**config.mk**
```make
export PLATFORM = sky130hd
export DESIGN_NAME = tdm_mux_demux_ctrl_flat
export DESIGN_NICKNAME = d
export VERILOG_FILES = /design/src/rtl/tdm_mux_demux_ctrl_if.sv /design/src/rtl/tdm_mux_demux_ctrl.sv /design/src/flat_wrapper.sv
export SDC_FILE = /design/constraint.sdc
export NUM_CORES = 1
export LEC_CHECK = 0
export ABC_AREA = 1
export ABC_CLOCK_PERIOD_IN_PS = 2300
export BUFFER_PORTS_ARGS = -buffer_cell sky130_fd_sc_hd__buf_2
export CORE_AREA = 2 2 39 41
export DETAILED_ROUTE_END_ITERATION = 8
export DIE_AREA = 0 0 41 43
export GPL_TIMING_DRIVEN = 0
export PLACE_DENSITY = 0.55
export RECOVER_POWER = 50
export SYNTH_ARGS = -nofsm -noshare
export SYNTH_HDL_FRONTEND = slang
export SYNTH_SLANG_ARGS = --single-unit
```
**constraint.sdc**
```tcl
create_clock -name Clk -period 2.3 [get_ports Clk]
set_input_delay 0.345 -clock Clk [delete_from_list [all_inputs] [get_ports Clk]]
set_output_delay 0.345 -clock Clk [all_outputs]
set_load 0.01 [all_outputs]
```
**src/rtl/tdm_mux_demux_ctrl_if.sv**
```systemverilog
// rtl/tdm_mux_demux_ctrl_if.sv - mux-side signal bundle for the TDM mux/demux controller
// A_chg/B_chg exist only when TDM_MUX_DEMUX_CHG_DET_EN is defined.
interface tdm_mux_demux_ctrl_if;
    logic Enable;
    logic Y_in;
    logic Select;
    logic A_out;
    logic B_out;
    logic A_valid;
    logic B_valid;
    logic Frame_done;
`ifdef TDM_MUX_DEMUX_CHG_DET_EN
    logic A_chg;
    logic B_chg;
`endif

    modport master (
        input  Enable,
        input  Y_in,
        output Select,
        output A_out,
        output B_out,
        output A_valid,
        output B_valid,
`ifdef TDM_MUX_DEMUX_CHG_DET_EN
        output A_chg,
        output B_chg,
`endif
        output Frame_done
    );

    modport slave (
        output Enable,
        output Y_in,
        input  Select,
        input  A_out,
        input  B_out,
        input  A_valid,
        input  B_valid,
`ifdef TDM_MUX_DEMUX_CHG_DET_EN
        input  A_chg,
        input  B_chg,
`endif
        input  Frame_done
    );
endinterface

```
**src/rtl/tdm_mux_demux_ctrl.sv**
```systemverilog
// rtl/tdm_mux_demux_ctrl.sv - drives 2:1 mux Select A-then-B, samples Y per slot, demuxes to A/B
// Optional per-channel change detect outputs: define TDM_MUX_DEMUX_CHG_DET_EN.
module tdm_mux_demux_ctrl #(
    parameter int DWELL = 4
) (
    input  logic                 Clk,
    input  logic                 Rst_n,
    tdm_mux_demux_ctrl_if.master bus
);
    localparam int CW = (DWELL > 1) ? $clog2(DWELL) : 1;
    localparam logic [CW-1:0] LAST = CW'(DWELL - 1);

    typedef enum logic [1:0] {IDLE, SLOT_A, SLOT_B} state_e;

    state_e        state_q, state_d;
    logic [CW-1:0] cnt_q, cnt_d;
    logic          select_q, select_d;
    logic          a_out_q, a_out_d;
    logic          b_out_q, b_out_d;
    logic          a_valid_q, a_valid_d;
    logic          b_valid_q, b_valid_d;
    logic          frame_done_q, frame_done_d;
    logic          a_chg_q, a_chg_d;
    logic          b_chg_q, b_chg_d;
    logic          slot_end;
    logic          a_hit;
    logic          b_hit;

    assign slot_end = (state_q != IDLE) && (cnt_q == LAST);
    assign a_hit    = slot_end && (state_q == SLOT_A);
    assign b_hit    = slot_end && (state_q == SLOT_B);

    always_ff @(posedge Clk or negedge Rst_n) begin
        if (!Rst_n) begin
            state_q      <= IDLE;
            cnt_q        <= '0;
            select_q     <= 1'b1;
            a_out_q      <= 1'b0;
            b_out_q      <= 1'b0;
            a_valid_q    <= 1'b0;
            b_valid_q    <= 1'b0;
            frame_done_q <= 1'b0;
            a_chg_q      <= 1'b0;
            b_chg_q      <= 1'b0;
        end else begin
            state_q      <= state_d;
            cnt_q        <= cnt_d;
            select_q     <= select_d;
            a_out_q      <= a_out_d;
            b_out_q      <= b_out_d;
            a_valid_q    <= a_valid_d;
            b_valid_q    <= b_valid_d;
            frame_done_q <= frame_done_d;
            a_chg_q      <= a_chg_d;
            b_chg_q      <= b_chg_d;
        end
    end

    // Enable only matters in IDLE and at the end of SLOT_B, so frames are never cut short.
    always_comb begin
        state_d = state_q;
        cnt_d   = '0;
        case (state_q)
            IDLE:   if (bus.Enable) state_d = SLOT_A;
            SLOT_A: if (slot_end) state_d = SLOT_B;
                    else          cnt_d   = cnt_q + 1'b1;
            SLOT_B: if (slot_end) state_d = bus.Enable ? SLOT_A : IDLE;
                    else          cnt_d   = cnt_q + 1'b1;
            default: state_d = IDLE;
        endcase
    end

    // Select follows the next state so the mux switches on the same edge the slot changes.
    always_comb begin
        select_d     = (state_d != SLOT_B);
        a_out_d      = a_hit ? bus.Y_in : a_out_q;
        b_out_d      = b_hit ? bus.Y_in : b_out_q;
        a_valid_d    = a_hit;
        b_valid_d    = b_hit;
        frame_done_d = b_hit;
        a_chg_d      = a_hit && (bus.Y_in != a_out_q);
        b_chg_d      = b_hit && (bus.Y_in != b_out_q);
    end

    assign bus.Select     = select_q;
    assign bus.A_out      = a_out_q;
    assign bus.B_out      = b_out_q;
    assign bus.A_valid    = a_valid_q;
    assign bus.B_valid    = b_valid_q;
    assign bus.Frame_done = frame_done_q;
`ifdef TDM_MUX_DEMUX_CHG_DET_EN
    assign bus.A_chg      = a_chg_q;
    assign bus.B_chg      = b_chg_q;
`else
    logic unused_chg;
    assign unused_chg = a_chg_q ^ b_chg_q;
`endif
endmodule

```
**src/flat_wrapper.sv**
```systemverilog
// flat-port wrapper written by rule: the top's interface ports become plain ports
module tdm_mux_demux_ctrl_flat 
#(
    parameter int DWELL = 4
)
  (Clk, Rst_n, bus_Enable, bus_Y_in, bus_Select, bus_A_out, bus_B_out, bus_A_valid, bus_B_valid, bus_Frame_done);
  tdm_mux_demux_ctrl_if bus_i ();
  input  logic Clk;
  input  logic Rst_n;
  input wire logic [$bits(bus_i.Enable)-1:0] bus_Enable;
  input wire logic [$bits(bus_i.Y_in)-1:0] bus_Y_in;
  output wire logic [$bits(bus_i.Select)-1:0] bus_Select;
  output wire logic [$bits(bus_i.A_out)-1:0] bus_A_out;
  output wire logic [$bits(bus_i.B_out)-1:0] bus_B_out;
  output wire logic [$bits(bus_i.A_valid)-1:0] bus_A_valid;
  output wire logic [$bits(bus_i.B_valid)-1:0] bus_B_valid;
  output wire logic [$bits(bus_i.Frame_done)-1:0] bus_Frame_done;
  assign bus_i.Enable = bus_Enable;
  assign bus_i.Y_in = bus_Y_in;
  assign bus_Select = bus_i.Select;
  assign bus_A_out = bus_i.A_out;
  assign bus_B_out = bus_i.B_out;
  assign bus_A_valid = bus_i.A_valid;
  assign bus_B_valid = bus_i.B_valid;
  assign bus_Frame_done = bus_i.Frame_done;
  tdm_mux_demux_ctrl #(.DWELL(DWELL)) u_core (.Clk(Clk), .Rst_n(Rst_n), .bus(bus_i));
endmodule
```
Word level (Yosys, flattened, before mapping)
Index checks and enable logic that the tools add are counted.

storage, ports and cells
  register bits after elaboration = 9
  input port bits = 4

operators by class
  $add $sub $neg = 1
  equality and inequality tests = 4
  mux-type cells = 7
  reduce and logical (&&, ||, !) cells = 6

operator list
  operator                                        number
  two-way mux 2 bit                               5
  one-hot mux 2 bit (3 select lines)              1
  == test 2 bit (second input constant)           2
  logical AND 1 bit                               3
  adder 2 x 1 -> 2 bit (second input constant)    1
  == test 2 x 1 -> 1 bit (second input constant)  1
  zero test 2 bit                                 1
  inequality test 2 bit (second input constant)   1
  nonzero test 2 bit                              1
  OR reduction 2 bit                              1
  two-way mux 1 bit                               1

Longest topological paths before layout
  depth after elaboration = 5
  gate-level depth with buffers = 8
  mapped depth without buffers = 8

Worst setup path after synthesis
OpenSTA, ideal clock, no wires.

  path type = flip-flop to flip-flop
  start point = register u_core.state_q[0]
  end point = register u_core.state_q[0]
  arrival = 1039 ps
  required time = 2181 ps
  slack = 1142 ps
  stages on the path, launching flop included = 9
  path buffers = 0
  cell sequence = dfrtp_1 inv_1 ha_1 inv_2 nand2_2 nand2_1 nor2_1 nor2_1 nor2_1

on the way
  cells in the longest elaborated chain, start to end = 4
  elaborated cells on any way between the ends = 9

ends and longest elaborated chain
  item                                         line                                                RTL
  start, declared                              tdm_mux_demux_ctrl.sv:15                            state_e state_q, state_d;
  start signal, assigned                       tdm_mux_demux_ctrl.sv:46                            state_q <= state_d;
  nonzero test 2 bit                           tdm_mux_demux_ctrl.sv:29                            assign slot_end = (state_q != IDLE) && (cnt_q == LAST);
  logical AND 1 bit                            tdm_mux_demux_ctrl.sv:29
  two-way mux 2 bit, on equally long branches  tdm_mux_demux_ctrl.sv:67, tdm_mux_demux_ctrl.sv:65
  one-hot mux 2 bit (3 select lines) (*)       tdm_mux_demux_ctrl.sv:63                            case (state_q)
  net u_core.state_d[0]                        tdm_mux_demux_ctrl.sv:15

Mark *: on every way through the listed nets, which the timed path passes. The rest lies on a longest branch.
A chain may end at the register's enable or synchronous reset.

Worst setup path in the final report
  start point = register u_core.state_q[0]
  end point = register u_core.state_q[1]

Same word-level chain as after synthesis.

==> results.toml <==
[power_and_ir_drop]
p_seq_share_pct = 40.3
p_int_uw = 387
p_switching_uw = 249
peakVddDrop_mv = 0.423
switching_share_pct = 39.2
p_total_uw = 636
clockPowerShare_pct = 18.7
power_leakage_uw = 0.000320
pwr-share-comb_pct = 40.9
power_density_nw_per_um2 = 1170

[clocking]
clkSinkCount = 9
cts_root_buf = "clkbuf_4"
clockBufferDepth = 2
cts_tree = "done"
clk_pin_slew_ns = 0.06
numCtsBuffers = 3
clk_latency_ns = 0.26
cts_htree_levels = 1

[worst_setup_path]
r2r-start = "u_core.state_q[0]"
crit_arrival_ns = 1.48
end_kind = "flop"
cp.depth = 7
critPathRequiredTime_ns = 2.47
slowest_stage = "dfrtp_1"
path_common_cell = "inv_1"
cp_cell_sequence = "inv_1 -> ha_1 -> inv_2 -> nand3_1 -> nand2_1 -> inv_1 -> a21oi_1"
worstReg2RegEnd = "u_core.state_q[1]"
endpoint = "u_core.state_q[1]"
critPathTopFamily = "flip-flops"
worstSetupPathType = "reg2reg"
critPathMaxStageDelay_ns = 0.43
reg2reg_depth = 7
critPathLaunch = "u_core.state_q[0]"
critPathMaxFanout = 5
reg2reg_slack_ns = 0.99
cp_num_buf_inv = 3
startpoint_type = "flop"

[die]
die_area_um2 = 1760
num_io_pins = 10
row_count = 14
die-height_um = 43
coreArea_um2 = 1380
die_w_um = 41
initial_utilization_pct = 32.2

[timing]
hold_viol_final = 0
layout_min_cycle_time_ns = 1.31
tns_ns = 0
setup_slack_ns = 0.989
rsz0062_at_grt = "false"
skew_ns = 0.00863
slew_headroom_pct = 69.0
drv_slew = 0
max_freq_mhz = 763
period_share_pct = 57.0
worst_pin_slew_ns = 0.465
finalSetupViolations = 0

[place]
dpl_cell_area_um2 = 510
place_ws_ns = 1.00
place.gp.congestion = 0.721
portBuffers = 9
hpwl_um = 596

[global_route]
grt_pass1_wl_um = 1130
grt_pass1_vias = 283
grt.total_usage_pct = 10.3
antenna_found_initial = 0
grt_max_degree = 10
grt-ovfl-total = 0

[cells_and_area]
drive_gt1_share_pct = 20.0
finalInstanceArea_um2 = 543
final_util_pct = 39.2
antenna_cells = 0
syn_to_final_growth_pct = 21.9
num-nets-final = 75

[drt]
viasPerCell = 4.09
ant_nets = 0
drc = 0
vias = 331
routedWlPerCell_um = 8.85
routed_wl_um = 717
drtPass1Iterations = 4
drt-initial-drc-count = 4

[synthesis]
synth_area_per_cell_um2 = 8.73
postSynthCellCount = 51
syn-num-nets = 60
ys_ff_latch = 9
yosysUniqueCellTypes = 13
synth_area_um2 = 445
yosysWarnings = 0
synth.yosys.seq_area_share_pct = 50.8

[worst_hold_path]
hp-class = "in2reg"

[outcome]
outcome = "complete, no violations"

[run]
maxCapViolations = 0
## metrics by stage
stage               hold WS (ns)  std cells
floorplan                 0.0494         51
global placement           0.202         76
detailed placement         0.205         76
CTS                        0.306         81
global route               0.338         81
finish                     0.312         81
## cell type report
type	count	area, µm²
repair buffers	10	51.3
plain buffers	1	7.51
well taps	16	20.0
inverters	10	37.5
fillers	150	841
flip-flops and latches	9	226
multi-input cells	31	174
clock buffers	4	26.3
## how the worst min path moves through the flow
stage / from / end / slack [ns] / cells past startpoint
2_1_floorplan: Rst_n / u_core.bus.A_out / 0.05 / 0
3_3_place_gp: Rst_n / u_core.state_q[0] / 0.20 / 1
3_5_place_dp: Rst_n / u_core.state_q[0] / 0.20 / 1
4_1_cts: bus_Y_in / u_core.bus.A_out / 0.31 / 3
5_1_grt: bus_Y_in / u_core.bus.B_out / 0.34 / 3
6_report: bus_Y_in / u_core.bus.A_out / 0.31 / 3
## cell usage in the layout, fill, tap and decap left out
cell / count
dfrtp_1: 8
inv_1: 9
nand2_2: 1
clkbuf_4: 3
buf_2: 6
inv_2: 1
nand4_1: 1
a21oi_1: 1
buf_4: 1
dfstp_2: 1
nor2_1: 5
o21ai_0: 1
dlygate4sd3_1: 1
ha_1: 5
nand3_1: 5
clkbuf_1: 4
nand2_1: 12
## layer usage
layer | part of all wire [%] | global-route usage (%) | vias up | routed length [µm]
met3 | 4.0 | 3.14 | 2 | 29
met4 | 1.4 | 8.00 | 0 | 10
met2 | 49 | 15.0 | 6 | 351
met5 | 0 | 0 | - | 0
li1 | - | - | 183 | -
met1 | 45 | 12.0 | 140 | 326
## worst register-to-register path: stages, from the launching register on
cell,delay [ns]
dfrtp_1,0.43
inv_1,0.09
ha_1,0.24
inv_2,0.09
nand3_1,0.12
nand2_1,0.09
inv_1,0.05
a21oi_1,0.12
## sequential cells by signal, indices dropped and copies added (netlist names)
name and flops:
u_core.cnt_q 2, u_core.state_q 2, u_core.bus.B_out 1, u_core.bus.Select 1, u_core.bus.A_out 1, u_core.bus.A_valid 1, u_core.bus.B_valid 1
## power groups by stage
stage,logic [µW],registers (µW),clock network [µW]
floorplan,189,264,0
global placement,262,258,0
detailed placement,266,260,0
CTS,268,257,126
global route,309,265,132
finish,260,257,119
## cells by family after synthesis
logic type               count (synthesis)  synth area share (%)
adder cells (fa/ha/maj)                  5                  14.0
AO/OA/AOI/OAI                            2                  2.25
buffers and inverters                   11                  10.1
AND/OR/NAND/NOR                         24                  22.8
flip-flops                               9                  50.8
## repair_timing
| action | in CTS | in global routing |
|---|---|---|
| hold buffers | 1 | 0 |
| buffers inserted | 0 | 0 |
| resized for setup | 0 | 0 |
| endpoints found under the hold margin | 8 | 0 |
| setup endpoints to repair | 0 | 0 |
## cells in the mapped netlist, drive strengths merged
cell | count | area, µm²
dfrtp | 8 | 200
nand2 | 13 | 51.3
nand4 | 1 | 6.26
a21oi | 1 | 5.00
nand3 | 5 | 25.0
inv | 10 | 37.5
ha | 5 | 62.6
nor2 | 5 | 18.8
dfstp | 1 | 26.3
o21ai | 1 | 5.00
buf | 1 | 7.51
(Power assumes the default switching activity.)
